--- src/rtl/pll_cfg_pkg.sv ---
// pll_cfg_pkg: shared states, divider widths and configuration record for the PLL sequencer
package pll_cfg_pkg;
    localparam int MW = 17;
    localparam int NW = 10;
    localparam int PW = 7;
    typedef enum logic [2:0] {IDLE, PD_HOLD, WAIT_LOCK, STABLE, RUN, ERROR} state_e;
    typedef struct packed {
        logic [MW-1:0] m;
        logic [NW-1:0] n;
        logic [PW-1:0] p;
        logic          directi;
        logic          directo;
        logic          bypass;
    } cfg_t;
    localparam cfg_t CFG_RST = '{m: MW'(1), n: NW'(1), p: PW'(1), directi: 1'b0, directo: 1'b0, bypass: 1'b0};
    function automatic logic cfg_valid(input cfg_t c);
        return (|c.m) && (|c.n) && (|c.p);
    endfunction
endpackage

--- src/rtl/pll_cfg_ctrl_if.sv ---
// pll_cfg_ctrl_if: configuration request/acknowledge handshake
interface pll_cfg_ctrl_if;
    import pll_cfg_pkg::*;
    logic req;
    cfg_t data;
    logic ack;
    logic done;
    modport master (output req, data, input ack, done);
    modport slave (input req, data, output ack, done);
endinterface

--- src/rtl/pll_lock_sync.sv ---
// pll_lock_sync: two-flop synchronizer for the raw PLL lock, held low while force_low_i
module pll_lock_sync (
    input  logic clkin,
    input  logic rst_n,
    input  logic lock_i,
    input  logic force_low_i,
    output logic lock_s_o
);
    logic [1:0] sync_q;
    always_ff @(posedge clkin or negedge rst_n)
        if (!rst_n) sync_q <= 2'b00;
        else sync_q <= force_low_i ? 2'b00 : {sync_q[0], lock_i};
    assign lock_s_o = sync_q[1];
endmodule

--- src/rtl/pll_cfg_ctrl.sv ---
// pll_cfg_ctrl: power-down/load/release/lock-wait sequencer driving the analog PLL controls
module pll_cfg_ctrl import pll_cfg_pkg::*; #(
    parameter int PD_CYCLES    = 4,
    parameter int LOCK_TIMEOUT = 64,
    parameter int LOCK_STABLE  = 8,
    parameter int MAX_RETRY    = 2,
    parameter bit AUTO_RELOCK  = 1'b1
) (
    input  logic          clkin,
    input  logic          rst_n,
    pll_cfg_ctrl_if.slave cfg,
    output logic          pll_pd_o,
    output logic [MW-1:0] pll_mdec_o,
    output logic [NW-1:0] pll_ndec_o,
    output logic [PW-1:0] pll_pdec_o,
    output logic          pll_mreq_o,
    output logic          pll_nreq_o,
    output logic          pll_preq_o,
    output logic          pll_directi_o,
    output logic          pll_directo_o,
    output logic          pll_bypass_o,
    output logic          pll_clken_o,
    input  logic          pll_lock_i,
    output logic          busy_o,
    output logic          locked_o,
    output logic          err_invalid_o,
    output logic          err_timeout_o,
    output logic          lock_lost_o,
    output logic [1:0]    retry_cnt_o
);
    localparam int CMAX = LOCK_TIMEOUT > PD_CYCLES ? (LOCK_TIMEOUT > LOCK_STABLE ? LOCK_TIMEOUT : LOCK_STABLE)
                                                   : (PD_CYCLES > LOCK_STABLE ? PD_CYCLES : LOCK_STABLE);
    localparam int CW = $clog2(CMAX + 1);

    state_e        state_q, state_d;
    logic [CW-1:0] cnt_q, cnt_d;
    cfg_t          cfg_q, cfg_d;
    logic          pd_q, pd_d, clken_q, clken_d, req_q, req_d, ack_q, ack_d, done_q, done_d;
    logic          inv_q, inv_d, to_q, to_d, lost_q, lost_d;
    logic [1:0]    retry_q, retry_d;
    logic          lock_s, lost_now, accept;

    pll_lock_sync u_sync (
        .clkin(clkin),
        .rst_n(rst_n),
        .lock_i(pll_lock_i),
        .force_low_i(pd_q),
        .lock_s_o(lock_s)
    );

    // bypass mode runs without a lock reference, so lock loss is ignored there
    assign lost_now = state_q == RUN && !lock_s && !cfg_q.bypass;
    assign accept   = cfg.req && (state_q inside {IDLE, RUN, ERROR});

    always_comb begin
        state_d = state_q;
        cnt_d   = cnt_q + 1'b1;
        cfg_d   = cfg_q;
        ack_d   = 1'b0;
        done_d  = 1'b0;
        inv_d   = inv_q;
        to_d    = to_q;
        lost_d  = lost_q | lost_now;
        retry_d = retry_q;
        if (accept) begin
            ack_d   = 1'b1;
            to_d    = 1'b0;
            lost_d  = lost_now;
            retry_d = 2'd0;
            cnt_d   = '0;
            inv_d   = !cfg_valid(cfg.data);
            state_d = inv_d ? IDLE : PD_HOLD;
            cfg_d   = inv_d ? cfg_q : cfg.data;
        end else begin
            case (state_q)
                PD_HOLD: if (cnt_q == CW'(PD_CYCLES - 1)) begin
                    state_d = cfg_q.bypass ? RUN : WAIT_LOCK;
                    done_d  = cfg_q.bypass;
                    cnt_d   = '0;
                end
                WAIT_LOCK: if (lock_s) begin
                    state_d = STABLE;
                    cnt_d   = CW'(1);
                end else if (cnt_q == CW'(LOCK_TIMEOUT - 1)) begin
                    cnt_d   = '0;
                    state_d = retry_q < 2'(MAX_RETRY) ? PD_HOLD : ERROR;
                    retry_d = retry_q < 2'(MAX_RETRY) ? retry_q + 2'd1 : retry_q;
                    to_d    = retry_q >= 2'(MAX_RETRY);
                end
                STABLE: if (!lock_s) begin
                    state_d = WAIT_LOCK;
                    cnt_d   = '0;
                end else if (cnt_q == CW'(LOCK_STABLE - 1)) begin
                    state_d = RUN;
                    done_d  = 1'b1;
                end
                RUN: if (lost_now) begin
                    state_d = AUTO_RELOCK ? WAIT_LOCK : ERROR;
                    cnt_d   = '0;
                end
                default: ;
            endcase
        end
        pd_d    = state_d inside {IDLE, PD_HOLD, ERROR};
        clken_d = state_d == RUN;
        req_d   = state_d == PD_HOLD;
    end

    always_ff @(posedge clkin or negedge rst_n)
        if (!rst_n) begin
            state_q <= IDLE;
            cnt_q   <= '0;
            cfg_q   <= CFG_RST;
            pd_q    <= 1'b1;
            clken_q <= 1'b0;
            req_q   <= 1'b0;
            ack_q   <= 1'b0;
            done_q  <= 1'b0;
            inv_q   <= 1'b0;
            to_q    <= 1'b0;
            lost_q  <= 1'b0;
            retry_q <= 2'd0;
        end else begin
            state_q <= state_d;
            cnt_q   <= cnt_d;
            cfg_q   <= cfg_d;
            pd_q    <= pd_d;
            clken_q <= clken_d;
            req_q   <= req_d;
            ack_q   <= ack_d;
            done_q  <= done_d;
            inv_q   <= inv_d;
            to_q    <= to_d;
            lost_q  <= lost_d;
            retry_q <= retry_d;
        end

    assign cfg.ack       = ack_q;
    assign cfg.done      = done_q;
    assign pll_pd_o      = pd_q;
    assign pll_mdec_o    = cfg_q.m;
    assign pll_ndec_o    = cfg_q.n;
    assign pll_pdec_o    = cfg_q.p;
    assign pll_mreq_o    = req_q;
    assign pll_nreq_o    = req_q;
    assign pll_preq_o    = req_q;
    assign pll_directi_o = cfg_q.directi;
    assign pll_directo_o = cfg_q.directo;
    assign pll_bypass_o  = cfg_q.bypass;
    assign pll_clken_o   = clken_q;
    assign busy_o        = state_q inside {PD_HOLD, WAIT_LOCK, STABLE};
    assign locked_o      = state_q == RUN;
    assign err_invalid_o = inv_q;
    assign err_timeout_o = to_q;
    assign lock_lost_o   = lost_q;
    assign retry_cnt_o   = retry_q;
endmodule

--- src/flat_wrapper.sv ---
// flat-port wrapper written by rule: the top's interface ports become plain ports
module pll_cfg_ctrl_flat import pll_cfg_pkg::*;
#(
    parameter int PD_CYCLES    = 4,
    parameter int LOCK_TIMEOUT = 64,
    parameter int LOCK_STABLE  = 8,
    parameter int MAX_RETRY    = 2,
    parameter bit AUTO_RELOCK  = 1'b1
)
  (clkin, rst_n, pll_pd_o, pll_mdec_o, pll_ndec_o, pll_pdec_o, pll_mreq_o, pll_nreq_o, pll_preq_o, pll_directi_o, pll_directo_o, pll_bypass_o, pll_clken_o, pll_lock_i, busy_o, locked_o, err_invalid_o, err_timeout_o, lock_lost_o, retry_cnt_o, cfg_req, cfg_data, cfg_ack, cfg_done);
  pll_cfg_ctrl_if cfg_i ();
  input  logic clkin;
  input  logic rst_n;
  output logic pll_pd_o;
  output logic [MW-1:0] pll_mdec_o;
  output logic [NW-1:0] pll_ndec_o;
  output logic [PW-1:0] pll_pdec_o;
  output logic pll_mreq_o;
  output logic pll_nreq_o;
  output logic pll_preq_o;
  output logic pll_directi_o;
  output logic pll_directo_o;
  output logic pll_bypass_o;
  output logic pll_clken_o;
  input  logic pll_lock_i;
  output logic busy_o;
  output logic locked_o;
  output logic err_invalid_o;
  output logic err_timeout_o;
  output logic lock_lost_o;
  output logic [1:0] retry_cnt_o;
  input wire logic [$bits(cfg_i.req)-1:0] cfg_req;
  input wire logic [$bits(cfg_i.data)-1:0] cfg_data;
  output wire logic [$bits(cfg_i.ack)-1:0] cfg_ack;
  output wire logic [$bits(cfg_i.done)-1:0] cfg_done;
  assign cfg_i.req = cfg_req;
  assign cfg_i.data = cfg_data;
  assign cfg_ack = cfg_i.ack;
  assign cfg_done = cfg_i.done;
  pll_cfg_ctrl #(.PD_CYCLES(PD_CYCLES), .LOCK_TIMEOUT(LOCK_TIMEOUT), .LOCK_STABLE(LOCK_STABLE), .MAX_RETRY(MAX_RETRY), .AUTO_RELOCK(AUTO_RELOCK)) u_core (.clkin(clkin), .rst_n(rst_n), .cfg(cfg_i), .pll_pd_o(pll_pd_o), .pll_mdec_o(pll_mdec_o), .pll_ndec_o(pll_ndec_o), .pll_pdec_o(pll_pdec_o), .pll_mreq_o(pll_mreq_o), .pll_nreq_o(pll_nreq_o), .pll_preq_o(pll_preq_o), .pll_directi_o(pll_directi_o), .pll_directo_o(pll_directo_o), .pll_bypass_o(pll_bypass_o), .pll_clken_o(pll_clken_o), .pll_lock_i(pll_lock_i), .busy_o(busy_o), .locked_o(locked_o), .err_invalid_o(err_invalid_o), .err_timeout_o(err_timeout_o), .lock_lost_o(lock_lost_o), .retry_cnt_o(retry_cnt_o));
endmodule
--- config.mk ---
export PLATFORM = sky130hd
export DESIGN_NAME = pll_cfg_ctrl_flat
export DESIGN_NICKNAME = d
export VERILOG_FILES = /design/src/rtl/pll_cfg_pkg.sv /design/src/rtl/pll_cfg_ctrl_if.sv /design/src/rtl/pll_lock_sync.sv /design/src/rtl/pll_cfg_ctrl.sv /design/src/flat_wrapper.sv
export SDC_FILE = /design/constraint.sdc
export NUM_CORES = 1
export LEC_CHECK = 0
export CAP_MARGIN = 20
export CORE_AREA = 2 2 85 87
export DETAILED_ROUTE_END_ITERATION = 8
export DIE_AREA = 0 0 87 89
export HOLD_SLACK_MARGIN = 0.03
export PLACE_DENSITY = 0.71
export SYNTH_ARGS = -nofsm -noshare
export SYNTH_HDL_FRONTEND = slang
export SYNTH_HIERARCHICAL = 1
export SYNTH_SLANG_ARGS = --single-unit
--- constraint.sdc ---
create_clock -name clkin -period 3.9 [get_ports clkin]
set_input_delay 1.17 -clock clkin [delete_from_list [all_inputs] [get_ports clkin]]
set_output_delay 1.17 -clock clkin [all_outputs]
set_load 0.02 [all_outputs]
==> flow_summary.toml, run 1 <==
[status]
status = "complete, no violations"

[logic_synthesis]
syn_nets = 254
synth_ff_type = "dfrtp_1"
ys_warn_count = 6
synthTopCellsByCount = "dfrtp_1 (55), mux2_4 (19), mux2_2 (18), nor2_1 (18), nor3_1 (10)"
syn-instance-count = 211
yosysSeqAreaShare_pct = 55.7
syn_area_per_cell_um2 = 12.6
synth_top_area_share_pct = 51.7
synthesis.area_um2 = 2660
synth-compound-area-share_pct = 5.59
synthTopCellsByArea = "dfrtp_1 (52%), mux2_4 (11%), mux2_2 (7.6%)"
synthArstFlopShare_pct = 100
synth_top_family_by_area = "multiplexers"
yosys.area_share.simple_pct = 14.9
synth-edff-count = 0
yosys.area_share.xor_xnor_pct = 1.32
synth_top_area_cell = "dfrtp_1"
yosysUniqueCellTypes = 41
synth.area.mux_share_pct = 18.3
yosysMostFrequentCell = "dfrtp_1"
ys_seq_elements = 59
synth-adder-area-share_pct = 0.940

[finish]
finalNetCount = 349
postLayoutCoreUtil_pct = 56.3
diodes = 0
drive_gt1_share_pct = 19.6
design_area_um2 = 3780
area_delta_synth_final_pct = 42.1
post_layout_nonfiller_instances = 391

[detailed_routing]
vias_per_cell = 5.10
dr.pass1.iters = 4
drc = 0
drtAntennaViolNets = 0
wl_per_cell_um = 15.0
drt-initial-drc-count = 56
routed-via-count = 1996
drt_wl_total_um = 5880

[sta]
fmax_ghz = 0.326
drv_slew = 0
hold_violations = 0
slew_headroom_pct = 66.4
fin_crit_sh_pct = 78.6
clock_skew_ns = 0.00803
tightest_slew_ns = 0.499
rsz0062_at_grt = "no"
hold_ws_ns = 0.475
setup_viol = 0
fin_tns_setup_ns = 0
period_needed_ns = 3.07

[place]
place_hpwl_um = 4360
numPortBuffers = 91
dpl_cell_area_um2 = 3620
placed_cells = 375
globalplace.congestion = 0.809

[worst_setup_path]
start_kind = "input pin"
crit_path_max_incr_delay_ns = 0.53
cp-end-kind = "register"
cp_slowest_cell = "or4_1"
path_class = "input pin to register"
crit_buf_inv = 2
path_cells = "clkdlybuf4s50_1 > or4_1 > nor4_1 > nor4_2 > buf_4 > mux2_4"
crit_fanout = 28
critPathTopFamily = "simple AND/OR/NAND/NOR gates"
arrival_ns = 3.27
crit_required_ns = 4.11

[die]
rows = 30
core_um2 = 6720
dieArea_um2 = 7740
pin_count = 92
fp.dieW_um = 87
start_util_pct = 39.6
fp.dieH_um = 89

[cts]
cts_tree = "built"
ctsResizeCount = 0
post_cts_buffers = 0
h-tree-depth = 3
clk_latency_ns = 0.33
max-clock-path-buffers = 2
ctsHoldBuffers = 0
numCtsBuffers = 9
cts_sinks = 59
clk_transition_reported_paths_ns = 0.06
cts_root_buffer = "clkbuf_8"

[global_routing]
antenna_found_initial = 0
grt_pass1_vias = 1938
grt_usage_pct = 16.1
grt_pass1_wl_um = 9470
grt_max_degree = 42
grt_remaining_overflow = 0

[power_and_ir_drop]
ir_worst_vdd_mv = 0.388
p_leak_uw = 0.00157
p_per_area_nw_per_um2 = 821

[worst_hold_path]
hp-class = "register to register"

[flow_run]
maxCapViolCount = 0
placed cells by master, fill, tap and decap left out, types with 3 or more instances in the layout:
master | netlist | final
or3_1 | 3 | 3
o21ai_0 | 4 | 4
dfstp_2 | 4 | 4
nand2b_1 | 3 | 3
nand2_1 | 6 | 6
dfrtp_1 | 55 | 55
or4_1 | 4 | 4
nor2b_1 | 6 | 6
buf_4 | 2 | 3
nor3_1 | 10 | 10
mux2_2 | 18 | 18
nor4_1 | 7 | 6
nor4_2 | 2 | 3
nor2_1 | 18 | 18
clkbuf_8 | 0 | 9
clkbuf_1 | 2 | 4
and3_1 | 3 | 3
mux2_4 | 19 | 19
a21oi_1 | 6 | 6
nand3_1 | 3 | 3
clkdlybuf4s50_1 | 0 | 90
inv_1 | 3 | 3
metrics by stage:
stage / setup WS [ns] / total power [uW]
floorplan: 1.14 / 2020
global placement: 0.546 / 2650
detailed placement: 0.511 / 2670
CTS: 0.860 / 3140
global route: 0.757 / 3300
finish: 0.833 / 3100
cell type report:
| type | count | area, um2 |
|---|---|---|
| Clock inverter | 3 | 17.5 |
| Sequential cell | 59 | 1480 |
| Timing Repair Buffer | 94 | 928 |
| Inverter | 4 | 15.0 |
| Tap cell | 80 | 100 |
| Multi-Input combinational cell | 138 | 1100 |
| Fill cell | 569 | 2940 |
| Clock buffer | 13 | 139 |
routing by layer:
metal / GRT usage [%] / up-vias / wire length (um)
li1: - / 946 / -
met1: 21.1 / 954 / 2620
met2: 23.4 / 87 / 2640
met3: 6.46 / 9 / 567
met4: 7.24 / 0 / 55
met5: 0 / - / 0
logic make-up (layout without fill, tap and decap cells):
logic type                 Yosys count  in the layout
xor gates and xnor gates             4              4
AOI/OAI and AO/OA                   23             23
DFF                                 59             59
and+or+nand+nor                     72             72
buffers and inverters               14            114
muxes                               37             37
adders and majority gates            2              2
power by group:
group | switching (uW) | internal [uW]
sequential | 194 | 891
clock | 221 | 229
combinational | 728 | 841
worst reg2reg max path: cells and delay by family, from the launching register on:
kind / cells / cell delay (ns)
muxes: 1 / 0.40
buffers and inverters: 1 / 0.46
DFF: 1 / 0.51
and+or+nand+nor: 4 / 1.01
state kept, by name, summed over array words and instances, names as in the netlist, 2 cells and up:
register,count
u_core/cnt_q,7
u_core/pll_mdec_o,17
u_core/pll_ndec_o,10
u_core/pll_pdec_o,7
u_core/retry_cnt_o,2
u_core/state_q,3
u_core/u_sync/sync_q,2
worst paths after layout:
check / from / to / slack, ns / cells after the start
worst max-delay path: cfg_data[5] / u_core/pll_directi_o / 0.83 / 6
worst min-delay path: u_core/lock_lost_o / u_core/lock_lost_o / 0.48 / 1
worst max register to register: u_core/state_q[0] / u_core/pll_ndec_o[2] / 1.41 / 6
worst min register to register: u_core/lock_lost_o / u_core/lock_lost_o / 0.48 / 1
max in group asynchronous: rst_n / u_core/pll_pdec_o[0] / 2.26 / 2
min in group asynchronous: rst_n / u_core/retry_cnt_o[1] / 0.77 / 1
Power figures use the tool's default switching activity.
==> inputs of run 2 (changes only) <==
Settings changed: PLACE_DENSITY 0.71 to 0.73.
Clock period 3.9 ns to 2.5 ns, I/O delays scaled along.
==> run 2 against run 1 <==
Critical path depth rose by 1. Clock power up 140%. Power rose by 74%. Critical path type unchanged. Largest cell class unchanged. Largest power group unchanged.
==> flow_summary.toml, run 2 (synthesis results as in run 1) <==
[sta]
fin_crit_sh_pct = 97.7
period_needed_ns = 2.44
fmax_ghz = 0.409
fin_tns_setup_ns = 0
rsz0062_at_grt = "no"
hold_violations = 0
drv_slew = 0
slew_headroom_pct = 67.0
tightest_slew_ns = 0.491
setup_viol = 0
clock_skew_ns = 0.00632
hold_ws_ns = 0.405

[finish]
largest_reg_flops = 17
layout_common_cells = "clkdlybuf4s50_1 (89), dfrtp_1 (54), mux2_4 (19), mux2_2 (18), nor2_1 (17)"
fillCellCount = 545
multi_input_area_um2 = 1150
area_delta_synth_final_pct = 53.0
post_layout_nonfiller_instances = 407
drive_gt1_share_pct = 26.6
finalNetCount = 365
diodes = 0
layout_commonest_cell = "clkdlybuf4s50_1"
regArea_um2 = 1480
postLayoutCoreUtil_pct = 60.6

[worst_setup_path]
crit_fanout = 2
cp_slowest_cell = "or4_4"
path_class = "input pin to register"
rr_endpoint = "u_core/pll_mreq_o"
r2r-start = "u_core/cnt_q[0]"
reg2reg_depth = 7
cp-end-kind = "register"
crit_required_ns = 2.74
arrival_ns = 2.68
crit_path_max_incr_delay_ns = 0.54
start_kind = "input pin"
crit_buf_inv = 2
path_cells = "clkdlybuf4s50_1 > or4_4 > nor4_4 > nor3_1 > o2bb2ai_2 > inv_2 > nor4_2"
rrSetupSlack_ns = 0.41
critPathTopFamily = "simple AND/OR/NAND/NOR gates"

[die]
fp.dieW_um = 87
start_util_pct = 39.6
fp.dieH_um = 89
pin_count = 92
rows = 30
core_um2 = 6720
dieArea_um2 = 7740

[cts]
clk_transition_reported_paths_ns = 0.07
cts_sinks = 59
max-clock-path-buffers = 2
cts_tree = "built"
h-tree-depth = 3
cts_root_buffer = "clkbuf_8"
clk_latency_ns = 0.33
ctsHoldBuffers = 0
numCtsBuffers = 9

[power_and_ir_drop]
clkPwrFrac_pct = 19.7
p_per_area_nw_per_um2 = 1320
netSwitchingFraction_pct = 34.9
ir_worst_vdd_mv = 0.838
seqPwrFrac_pct = 30.7
finalPower_uw = 5390
p_sw_uw = 1880
p_leak_uw = 0.00172
power_frac_comb_pct = 49.6
intPower_uw = 3510

[global_routing]
grt_usage_pct = 17.6
antenna_found_initial = 0
grt_pass1_vias = 2110
grt_remaining_overflow = 0
grt_max_degree = 60
grt_pass1_wl_um = 10400

[detailed_routing]
vias_per_cell = 5.00
drt-initial-drc-count = 79
wl_per_cell_um = 15.7
drc = 0
dr.pass1.iters = 4
drtAntennaViolNets = 0
routed-via-count = 2033
drt_wl_total_um = 6410

[place]
numPortBuffers = 91
place_hpwl_um = 4610
placed_cells = 391
globalplace.congestion = 0.859

[flow_run]
maxCapViolCount = 0

[worst_hold_path]
hp-class = "input pin to asynchronous set/reset pin"

[status]
status = "complete, no violations"
run 2: cell count changes in the layout (fill, tap and decap cells not counted), sizes merged:
cell / previous run / this run
buf: 4 / 20
clkdlybuf4s50: 90 / 89
clkinvlp: 1 / 0
dlygate4sd2: 0 / 1
clkbuf: 13 / 11
bufinv: 0 / 3
run 2: per-layer routing:
metal / global-route usage, % / vias to the layer above / wire (um)
met5: 0 / - / 0
met4: 6.82 / 0 / 76
met3: 5.17 / 7 / 397
met2: 28.6 / 70 / 3170
met1: 22.2 / 977 / 2770
li1: - / 979 / -
run 2: layout make-up:
class / instances / area share [%]
Sequential cell: 59 / 36.4
Clock buffer: 11 / 3.47
Multi-Input combinational cell: 138 / 28.2
Tap cell: 80 / 2.46
Timing Repair Buffer: 110 / 26.6
Clock inverter: 5 / 2.46
Inverter: 4 / 0.369
run 2: timing repair:
action | 4_1_cts | 5_1_grt
cloned | 0 | 0
resized for setup | 7 | 3
pin swaps | 1 | 0
setup buffers | 0 | 0
setup endpoints to repair | 41 | 18
run 2: worst max-delay path by stage:
| stage | start | cells after the start | slack (ns) | endpoint |
|---|---|---|---|---|
| 4_1_cts | cfg_data[14] | 7 | 0.02 | u_core/pll_clken_o |
| 6_report | cfg_data[14] | 7 | 0.06 | u_core/pll_clken_o |
| 5_1_grt | u_core/state_q[0] | 4 | 0.005 | busy_o |
| 3_5_place_dp | cfg_data[30] | 8 | -0.45 | u_core/pll_ndec_o[3] |
| 3_3_place_gp | cfg_data[22] | 8 | -0.37 | u_core/pll_ndec_o[3] |
| 2_1_floorplan | cfg_data[15] | 6 | 0.16 | u_core/pll_mdec_o[10] |
run 2: power groups by stage:
| stage | clock network (uW) | registers (uW) | logic (uW) |
|---|---|---|---|
| 2_1_floorplan | 0 | 2040 | 1120 |
| 3_3_place_gp | 0 | 1650 | 2610 |
| 3_5_place_dp | 0 | 1650 | 2650 |
| 4_1_cts | 1090 | 1660 | 2690 |
| 5_1_grt | 1130 | 1710 | 2840 |
| 6_report | 1060 | 1650 | 2670 |
run 2: through the flow:
stage / setup slack (ns) / area (um2)
after CTS: 0.0163 / 4060
final: 0.0576 / 4070
after global placement: -0.367 / 3780
after floorplan: 0.157 / 2660
after detailed placement: -0.454 / 3780
after global routing: 0.00476 / 4070
==> inputs of run 3 (changes only) <==
Settings changed: GPL_TIMING_DRIVEN set to 1, SKIP_CTS_REPAIR_TIMING set to 1.
==> run 3 against run 2 <==
Sequential power about the same. Final cell count grew 0.74%. Clock-buffer cell count is the same. Worst setup slack lost 0.012 ns. Via count increased by 1.1%. Clock power hardly changed. Largest cell class unchanged. Wire length up 4.2%. Power grew 1.1%. Clock skew up 0.0016 ns. Largest power group unchanged. Critical path type unchanged. Flip-flop and latch count did not move. Core utilization is 1.8 points higher.
==> flow_summary.toml, run 3 (synthesis results as in run 1) <==
[cts]
clk_transition_reported_paths_ns = 0.07
cts_sinks = 59
cts_tree = "built"
max-clock-path-buffers = 2
cts_root_buffer = "clkbuf_8"
clk_latency_ns = 0.33
h-tree-depth = 3
numCtsBuffers = 9

[finish]
diodes = 0
drive_gt1_share_pct = 28.5
layout_commonest_cell = "clkdlybuf4s50_1"
largest_reg_flops = 17
finalNetCount = 368
postLayoutCoreUtil_pct = 62.4
layout_common_cells = "clkdlybuf4s50_1 (71), dfrtp_1 (54), dlymetal6s2s_1 (19), mux2_4 (19), mux2_2 (18)"
area_delta_synth_final_pct = 57.6

[sta]
setup_viol = 0
period_needed_ns = 2.45
hold_ws_ns = 0.401
tightest_slew_ns = 0.470
hold_violations = 0
drv_slew = 0
fmax_ghz = 0.407
fin_crit_sh_pct = 98.2
rsz0062_at_grt = "no"
slew_headroom_pct = 68.5
clock_skew_ns = 0.00790

[global_routing]
grt_max_degree = 60
grt_remaining_overflow = 0
grt_pass1_wl_um = 10300
grt_pass1_vias = 2110
grt_usage_pct = 17.5
antenna_found_initial = 0

[power_and_ir_drop]
ir_worst_vdd_mv = 0.853
p_leak_uw = 0.00192
seqPwrFrac_pct = 30.4
p_sw_uw = 1910
intPower_uw = 3540
power_frac_comb_pct = 50.0
netSwitchingFraction_pct = 35.0
p_per_area_nw_per_um2 = 1300
clkPwrFrac_pct = 19.6

[die]
fp.dieW_um = 87
start_util_pct = 39.6
dieArea_um2 = 7740
core_um2 = 6720
rows = 30
fp.dieH_um = 89
pin_count = 92

[worst_setup_path]
cp_slowest_cell = "or4_4"
cp-end-kind = "register"
path_cells = "clkdlybuf4s50_1 > or4_4 > nor4_4 > buf_4 > nor4_4 > buf_6 > buf_12 > mux2_4"
r2r-start = "u_core/cnt_q[0]"
start_kind = "input pin"
cp_common_cell = "nor4_4"
arrival_ns = 2.67
rr_endpoint = "u_core/pll_mreq_o"
path_class = "input pin to register"
crit_fanout = 12
crit_path_max_incr_delay_ns = 0.44
rrSetupSlack_ns = 0.38
crit_buf_inv = 4
critPathTopFamily = "buffers and inverters"
reg2reg_depth = 7
crit_required_ns = 2.72

[detailed_routing]
routed-via-count = 2055
dr.pass1.iters = 4
drt_wl_total_um = 6680
vias_per_cell = 5.01
wl_per_cell_um = 16.3
drc = 0
drt-initial-drc-count = 84
drtAntennaViolNets = 0

[place]
globalplace.congestion = 0.859
numPortBuffers = 91
place_hpwl_um = 4610

[status]
status = "complete, no violations"

[worst_hold_path]
hp-class = "input pin to asynchronous set/reset pin"

[flow_run]
maxCapViolCount = 0
==> run 3: cell types whose count changed in the layout (fill, tap and decap cells not counted), moves of 2 or more <==
cell | before | now
clkdlybuf4s50_1 | 89 | 71
or4_4 | 1 | 3
nor4_1 | 3 | 1
or4_1 | 3 | 1
dlymetal6s2s_1 | 0 | 19
==> run 3: layout make-up <==
cell class                 instances  area [um2]
clock inverter                     5         100
sequential                        59        1480
multi-input combinational        138        1180
tap                               80         100
timing repair buffer             113        1180
fill                             525        2520
inverter                           4        15.0
clock buffer                      11         141
==> run 3: how the worst max path moves through the flow <==
| stage | cells past startpoint | startpoint | endpoint |
|---|---|---|---|
| 2_1_floorplan | 6 | cfg_data[15] | u_core/pll_mdec_o[10] |
| 3_3_place_gp | 8 | cfg_data[22] | u_core/pll_ndec_o[3] |
| 3_5_place_dp | 8 | cfg_data[30] | u_core/pll_ndec_o[3] |
| 4_1_cts | 8 | cfg_data[30] | u_core/pll_ndec_o[2] |
| 5_1_grt | 4 | u_core/state_q[0] | busy_o |
| 6_report | 8 | cfg_data[11] | u_core/pll_mdec_o[14] |
==> run 3: through the flow <==
step	setup TNS [ns]	setup slack (ns)	instances	cell area [um2]	total power [uW]
after floorplan	0	0.157	211	2660	3160
after global placement	-13.54	-0.367	391	3780	4260
after detailed placement	-16.01	-0.454	391	3780	4310
after CTS	-2.40	-0.123	407	4020	5400
after global routing	0	0.00476	410	4190	5740
final	0	0.0460	410	4190	5450
==> run 3: worst reg2reg max path: cells and delay by family (launching register included) <==
kind / cells / cell delay, ns
adder cells (fa/ha/maj): 1 / 0.22
flip-flops: 1 / 0.38
AO/OA/AOI/OAI: 2 / 0.60
AND/OR/NAND/NOR: 4 / 0.80
==> run 3: metal layers <==
metal / routed length (um) / part of all wire [%] / global-route usage [%] / vias to the layer above
li1: - / - / - / 984
met1: 2840 / 42 / 22.1 / 1001
met2: 3380 / 51 / 28.2 / 61
met3: 367 / 5.5 / 5.36 / 9
met4: 101 / 1.5 / 7.24 / 0
met5: 0 / 0 / 0 / -
==> run 3: power by group through the flow <==
| stage | Clock [uW] | Sequential [uW] | Combinational [uW] |
|---|---|---|---|
| after floorplan | 0 | 2040 | 1120 |
| after global placement | 0 | 1650 | 2610 |
| after detailed placement | 0 | 1650 | 2650 |
| after CTS | 1090 | 1650 | 2670 |
| after global routing | 1130 | 1710 | 2890 |
| final | 1070 | 1660 | 2720 |
